==> config.mk <==
export PLATFORM = sky130hd
export DESIGN_NAME = uart_cmd_parser
export DESIGN_NICKNAME = d
export VERILOG_FILES = /design/src/rtl/uart_cmd_parser.sv
export SDC_FILE = /design/constraint.sdc
export NUM_CORES = 1
export LEC_CHECK = 0
export ABC_AREA = 1
export CORE_MARGIN = 3
export CORE_UTILIZATION = 54
export CTS_BUF_LIST = sky130_fd_sc_hd__clkbuf_4
export DETAILED_ROUTE_END_ITERATION = 12
export HOLD_SLACK_MARGIN = 0.06
export PLACE_DENSITY_LB_ADDON = 0.15
export SYNTH_ARGS = -nofsm -noshare
export SYNTH_HDL_FRONTEND = slang
export SYNTH_SLANG_ARGS = --single-unit
==> constraint.sdc <==
create_clock -name clk -period 2.3 [get_ports clk]
set_input_delay 0.345 -clock clk [delete_from_list [all_inputs] [get_ports clk]]
set_output_delay 0.345 -clock clk [all_outputs]
set_load 0.1 [all_outputs]
==> src/rtl/uart_cmd_parser.sv <==
// uart_cmd_parser: turns the UART RX byte stream into registered control
// pulses, a saturating decimal-argument channel ("v<digits><CR|LF>") and
// ACK/NAK response bytes queued through a one-entry buffer to the TX FIFO.
module uart_cmd_parser #(
  parameter int ARG_W       = 16,
  parameter int MAX_DIGITS  = 5,
  parameter int TIMEOUT_CYC = 1000000,
  parameter int RESP_EN     = 1
) (
  input  logic             clk,
  input  logic             rst,
  input  logic [7:0]       i_rx_data,
  input  logic             i_rx_done,
  output logic             o_run,
  output logic             o_stop,
  output logic             o_clear,
  output logic             o_mode,
  output logic [ARG_W-1:0] o_arg,
  output logic             o_arg_valid,
  output logic             o_err,
  output logic             o_busy,
  output logic [7:0]       o_tx_data,
  output logic             o_tx_push,
  input  logic             i_tx_full
);

  localparam int TO_W = (TIMEOUT_CYC > 2) ? $clog2(TIMEOUT_CYC) : 1;
  localparam logic [TO_W-1:0] TO_LAST = TO_W'(TIMEOUT_CYC - 1);
  localparam logic [3:0]      CNT_MAX = 4'(MAX_DIGITS);

  localparam logic [7:0] CH_R   = 8'h72;
  localparam logic [7:0] CH_S   = 8'h73;
  localparam logic [7:0] CH_C   = 8'h63;
  localparam logic [7:0] CH_M   = 8'h6D;
  localparam logic [7:0] CH_V   = 8'h76;
  localparam logic [7:0] CH_CR  = 8'h0D;
  localparam logic [7:0] CH_LF  = 8'h0A;
  localparam logic [7:0] CH_SP  = 8'h20;
  localparam logic [7:0] RSP_OK = 8'h4B;
  localparam logic [7:0] RSP_NG = 8'h3F;

  typedef enum logic {S_IDLE = 1'b0, S_ARG = 1'b1} state_t;

  // acc*10 + d evaluated 4 bits wider than the argument, clamped to all-ones
  function automatic logic [ARG_W-1:0] sat_mac10(input logic [ARG_W-1:0] a,
                                                 input logic [3:0]       d);
    logic [ARG_W+3:0] w;
    w = ({4'd0, a} << 3) + ({4'd0, a} << 1) + {{ARG_W{1'b0}}, d};
    if (w > {4'd0, {ARG_W{1'b1}}}) return '1;
    return w[ARG_W-1:0];
  endfunction

  state_t           state_q, state_d;
  logic [ARG_W-1:0] acc_q, acc_d;
  logic [3:0]       cnt_q, cnt_d;
  logic [TO_W-1:0]  to_q, to_d;
  logic [ARG_W-1:0] arg_q, arg_d;
  logic             buf_full_q, buf_full_d;
  logic [7:0]       buf_q, buf_d;
  logic [7:0]       txd_q, txd_d;
  logic             run_q, run_d, stop_q, stop_d, clear_q, clear_d, mode_q, mode_d;
  logic             argv_q, argv_d, err_q, err_d, busy_q, push_q, push_d;

  logic             perr, resp_v, drain, load_ok, drop, is_digit;
  logic [7:0]       resp_b;

  assign is_digit = (i_rx_data >= 8'h30) && (i_rx_data <= 8'h39);

  // Byte decode, argument accumulation, timeout and response-buffer next state
  always_comb begin
    state_d = state_q;
    acc_d   = acc_q;
    cnt_d   = cnt_q;
    to_d    = to_q;
    arg_d   = arg_q;
    run_d   = 1'b0;
    stop_d  = 1'b0;
    clear_d = 1'b0;
    mode_d  = 1'b0;
    argv_d  = 1'b0;
    perr    = 1'b0;
    resp_v  = 1'b0;
    resp_b  = RSP_OK;

    case (state_q)
      S_IDLE: begin
        if (i_rx_done) begin
          case (i_rx_data)
            CH_R: begin run_d   = 1'b1; resp_v = 1'b1; end
            CH_S: begin stop_d  = 1'b1; resp_v = 1'b1; end
            CH_C: begin clear_d = 1'b1; resp_v = 1'b1; end
            CH_M: begin mode_d  = 1'b1; resp_v = 1'b1; end
            CH_V: begin
              state_d = S_ARG;
              acc_d   = '0;
              cnt_d   = '0;
              to_d    = '0;
            end
            CH_CR, CH_LF, CH_SP: ;
            default: begin perr = 1'b1; resp_v = 1'b1; resp_b = RSP_NG; end
          endcase
        end
      end
      default: begin
        if (i_rx_done) begin
          to_d = '0;
          if (is_digit) begin
            if (cnt_q == CNT_MAX) begin
              perr = 1'b1; resp_v = 1'b1; resp_b = RSP_NG; state_d = S_IDLE;
            end else begin
              acc_d = sat_mac10(acc_q, i_rx_data[3:0]);
              cnt_d = cnt_q + 4'd1;
            end
          end else if ((i_rx_data == CH_CR) || (i_rx_data == CH_LF)) begin
            state_d = S_IDLE;
            resp_v  = 1'b1;
            if (cnt_q != 4'd0) begin
              arg_d  = acc_q;
              argv_d = 1'b1;
            end else begin
              perr   = 1'b1;
              resp_b = RSP_NG;
            end
          end else begin
            perr = 1'b1; resp_v = 1'b1; resp_b = RSP_NG; state_d = S_IDLE;
          end
        end else if (to_q == TO_LAST) begin
          perr = 1'b1; resp_v = 1'b1; resp_b = RSP_NG;
          state_d = S_IDLE;
          acc_d   = '0;
          to_d    = '0;
        end else begin
          to_d = to_q + 1'b1;
        end
      end
    endcase

    // Buffer may be refilled in the same cycle it drains, so only a held byte blocks
    drain      = buf_full_q && !i_tx_full;
    load_ok    = resp_v && (RESP_EN != 0) && (!buf_full_q || drain);
    drop       = resp_v && (RESP_EN != 0) && buf_full_q && !drain;
    buf_full_d = load_ok || (buf_full_q && !drain);
    buf_d      = load_ok ? resp_b : buf_q;
    push_d     = drain;
    txd_d      = drain ? buf_q : txd_q;
    err_d      = perr || drop;
  end

  // State, datapath and registered outputs
  always_ff @(posedge clk) begin
    if (rst) begin
      state_q    <= S_IDLE;
      acc_q      <= '0;
      cnt_q      <= '0;
      to_q       <= '0;
      arg_q      <= '0;
      buf_full_q <= 1'b0;
      buf_q      <= '0;
      txd_q      <= '0;
      run_q      <= 1'b0;
      stop_q     <= 1'b0;
      clear_q    <= 1'b0;
      mode_q     <= 1'b0;
      argv_q     <= 1'b0;
      err_q      <= 1'b0;
      busy_q     <= 1'b0;
      push_q     <= 1'b0;
    end else begin
      state_q    <= state_d;
      acc_q      <= acc_d;
      cnt_q      <= cnt_d;
      to_q       <= to_d;
      arg_q      <= arg_d;
      buf_full_q <= buf_full_d;
      buf_q      <= buf_d;
      txd_q      <= txd_d;
      run_q      <= run_d;
      stop_q     <= stop_d;
      clear_q    <= clear_d;
      mode_q     <= mode_d;
      argv_q     <= argv_d;
      err_q      <= err_d;
      busy_q     <= (state_d == S_ARG);
      push_q     <= push_d;
    end
  end

  assign o_run       = run_q;
  assign o_stop      = stop_q;
  assign o_clear     = clear_q;
  assign o_mode      = mode_q;
  assign o_arg       = arg_q;
  assign o_arg_valid = argv_q;
  assign o_err       = err_q;
  assign o_busy      = busy_q;
  assign o_tx_data   = txd_q;
  assign o_tx_push   = push_q;

endmodule
==> impl_metrics.json <==
{
  "finalInstanceArea_um2": 6081,
  "n_antenna_cell": 0,
  "rsz0062_at_grt": "yes",
  "clock_skew_ps": 24.91,
  "vdd_drop_max_v": 0.0003842,
  "path_class": "reg2reg",
  "dpl_worst_slack_ps": -702.9,
  "period_needed_ps": 2426,
  "ys_types": 49,
  "dp_hpwl_mm": 8.810,
  "start_util_pct": 57.24,
  "ctsHtreeMaxLevel": 3,
  "die_area_um2": 10140,
  "p_leak_nw": 2.972,
  "reg2reg_depth": 15,
  "grt_max_degree": 40,
  "ys_async_sr_fraction_pct": 0,
  "period_share_pct": 105.5,
  "layout.nets": 819,
  "end_kind": "flop",
  "fmax_mhz": 412.3,
  "cts_buffers": 9,
  "ctsLongestPathBuffers": 2,
  "synth_flop_cell": "dfxtp_1",
  "insertion_delay_ps": 430,
  "drv_cap": 0,
  "place_congestion": 0.9510,
  "routed_wl_mm": 11.98,
  "area_delta_synth_final_pct": 25.52,
  "vias": 4630,
  "violations": "setup timing",
  "whs_ps": 462.0,
  "die_x_um": 100.7,
  "io_buffers": 42,
  "globalRouteOverflowTotal": 0,
  "finalSetupViolations": 16,
  "report.final.slew_viol_count": 0,
  "layout_commonest_cell": "nand2_1",
  "hold_class": "reg2reg",
  "hold_viol_final": 0,
  "syn_nets": 726,
  "core.rowCount": 33,
  "status": "complete, but fails checks",
  "syn_area_um2": 4845,
  "cts.clk_slew.worst_paths_ps": 120,
  "io-pin-count": 44,
  "synth_cells": 677,
  "required_ps": 2590,
  "track_usage_pct": 24.26,
  "yosys_register_bits": 71,
  "yosysSeqAreaShare_pct": 29.34,
  "grt_pass1_wl_mm": 19.94,
  "arrival_ps": 2710,
  "post_dp_cell_area_um2": 5554,
  "antenna_found_initial": 0,
  "synth_area_per_cell_um2": 7.156,
  "synth-edff-count": 0,
  "power_per_cell_area_nw_per_um2": 387.8,
  "drive_above_1_share_pct": 31.78,
  "core_um2": 8464,
  "worstPathMaxFanout": 8,
  "yosysWarnings": 0,
  "setup_ws_ps": -125.5,
  "first_global_vias": 4346,
  "p_total_mw": 2.358,
  "min_path_cells": 2,
  "avgRoutedWirePerCell_um": 13.62,
  "vias_per_cell": 5.267,
  "die_y_um": 100.7,
  "dr.pass1.iters": 5,
  "final_cell_mix": "nand2_1 (152), buf_4 (86), nor2_1 (75)",
  "cts-root-buf": "clkbuf_4",
  "critPathLaunchType": "flop",
  "drc_errors": 0,
  "clock_sinks": 71,
  "ant_nets": 0,
  "cts_tree": "done",
  "first_iter_violations": 212
}
final timing paths:
check,end,startpoint,slack [ps]
hold / removal,o_tx_data[3],buf_q[3],460
setup reg to reg,acc_q[5],acc_q[2],-130
hold reg to reg,o_tx_data[3],buf_q[3],460
setup / recovery,acc_q[5],acc_q[2],-130
area by class of cell:
class,instances,area (um^2)
inverters,77,289.0
well taps,105,131.4
clock inverters,6,93.84
clock buffers,9,67.56
multi-input cells,509,3216
flip-flops and latches,71,1429
fillers,703,2384
repair buffers,102,854.6
cells in the mapped netlist (6+ instances only):
cell type	number	area, um^2
nand3_1	33	165.2
nand2_1	162	608.1
dfxtp_1	71	1421
o21ai_0	16	80.08
nand2_2	28	175.2
nor2_2	10	62.56
a21oi_2	16	140.1
a21oi_1	44	220.2
o21ai_1	12	60.06
nand4_1	6	37.54
inv_2	13	48.80
nor3_1	9	45.04
xnor2_1	8	70.07
ha_1	35	437.9
nand3_2	16	160.2
inv_1	63	236.5
nor2_1	75	281.5
report_power, final:
part           internal (mW)  switching, mW  total, mW
clock network          0.442          0.477      0.919
registers               1.24        0.00444       1.24
logic                 0.0535          0.143      0.196
per-layer routing:
layer	global-route usage [%]	share of wire, %	routed length (um)	up-vias
met5	0	0	0	-
met4	4.974	0.71	85	0
met3	4.706	4.7	563	10
met2	39.09	47	5603	115
met1	33.88	48	5722	2133
li1	-	-	-	2372
registers in the layout (all words and copies together), names as in the netlist:
register     count
to_q            20
acc_q           16
o_arg           16
cnt_q            4
buf_q            3
o_tx_data        3
buf_full_q       1
o_arg_valid      1
o_busy           1
o_clear          1
o_err            1
o_mode           1
o_run            1
o_stop           1
o_tx_push        1
cells by family (layout without fill, tap and decap cells):
kind of cell / count (synthesis) / in the layout / share of synthesized area [%]
adders and majority gates: 37 / 37 / 9.866
DFF: 71 / 71 / 29.34
buffers and inverters: 97 / 194 / 9.814
AOI/OAI and AO/OA: 99 / 99 / 12.53
other: 1 / 1 / 0.07741
and+or+nand+nor: 359 / 359 / 36.03
xor gates and xnor gates: 13 / 13 / 2.350
per-stage QoR:
stage,cells,util (%),TNS (ps)
after CTS,879,69.22,-1761
after detailed placement,858,65.62,-10890
final,879,71.84,-1727
after global placement,858,65.62,-9698
after global routing,879,71.84,-3838
after floorplan,677,-,-387.6
worst max-delay path, cell delays in order, from the launching register on:
cell and delay, ps:
dfxtp_2 380, fa_2 490, fa_2 390, nand2_2 90, nand2_4 60, nand3_2 70, nand2_2 70, nand2_2 70
nand2_1 50, nand2_1 70, nand2_2 80, nor2_8 150, buf_12 140, nand3_4 70, nand2_2 80, a21oi_2 50
repair_timing:
item                                    CTS  global route
hold buffers                              0             0
endpoints found under the setup margin   16            16
pin swaps                                20            28
gates resized for setup                  11            37
buffers inserted                          6             0
Power figures use the tool's default switching activity.
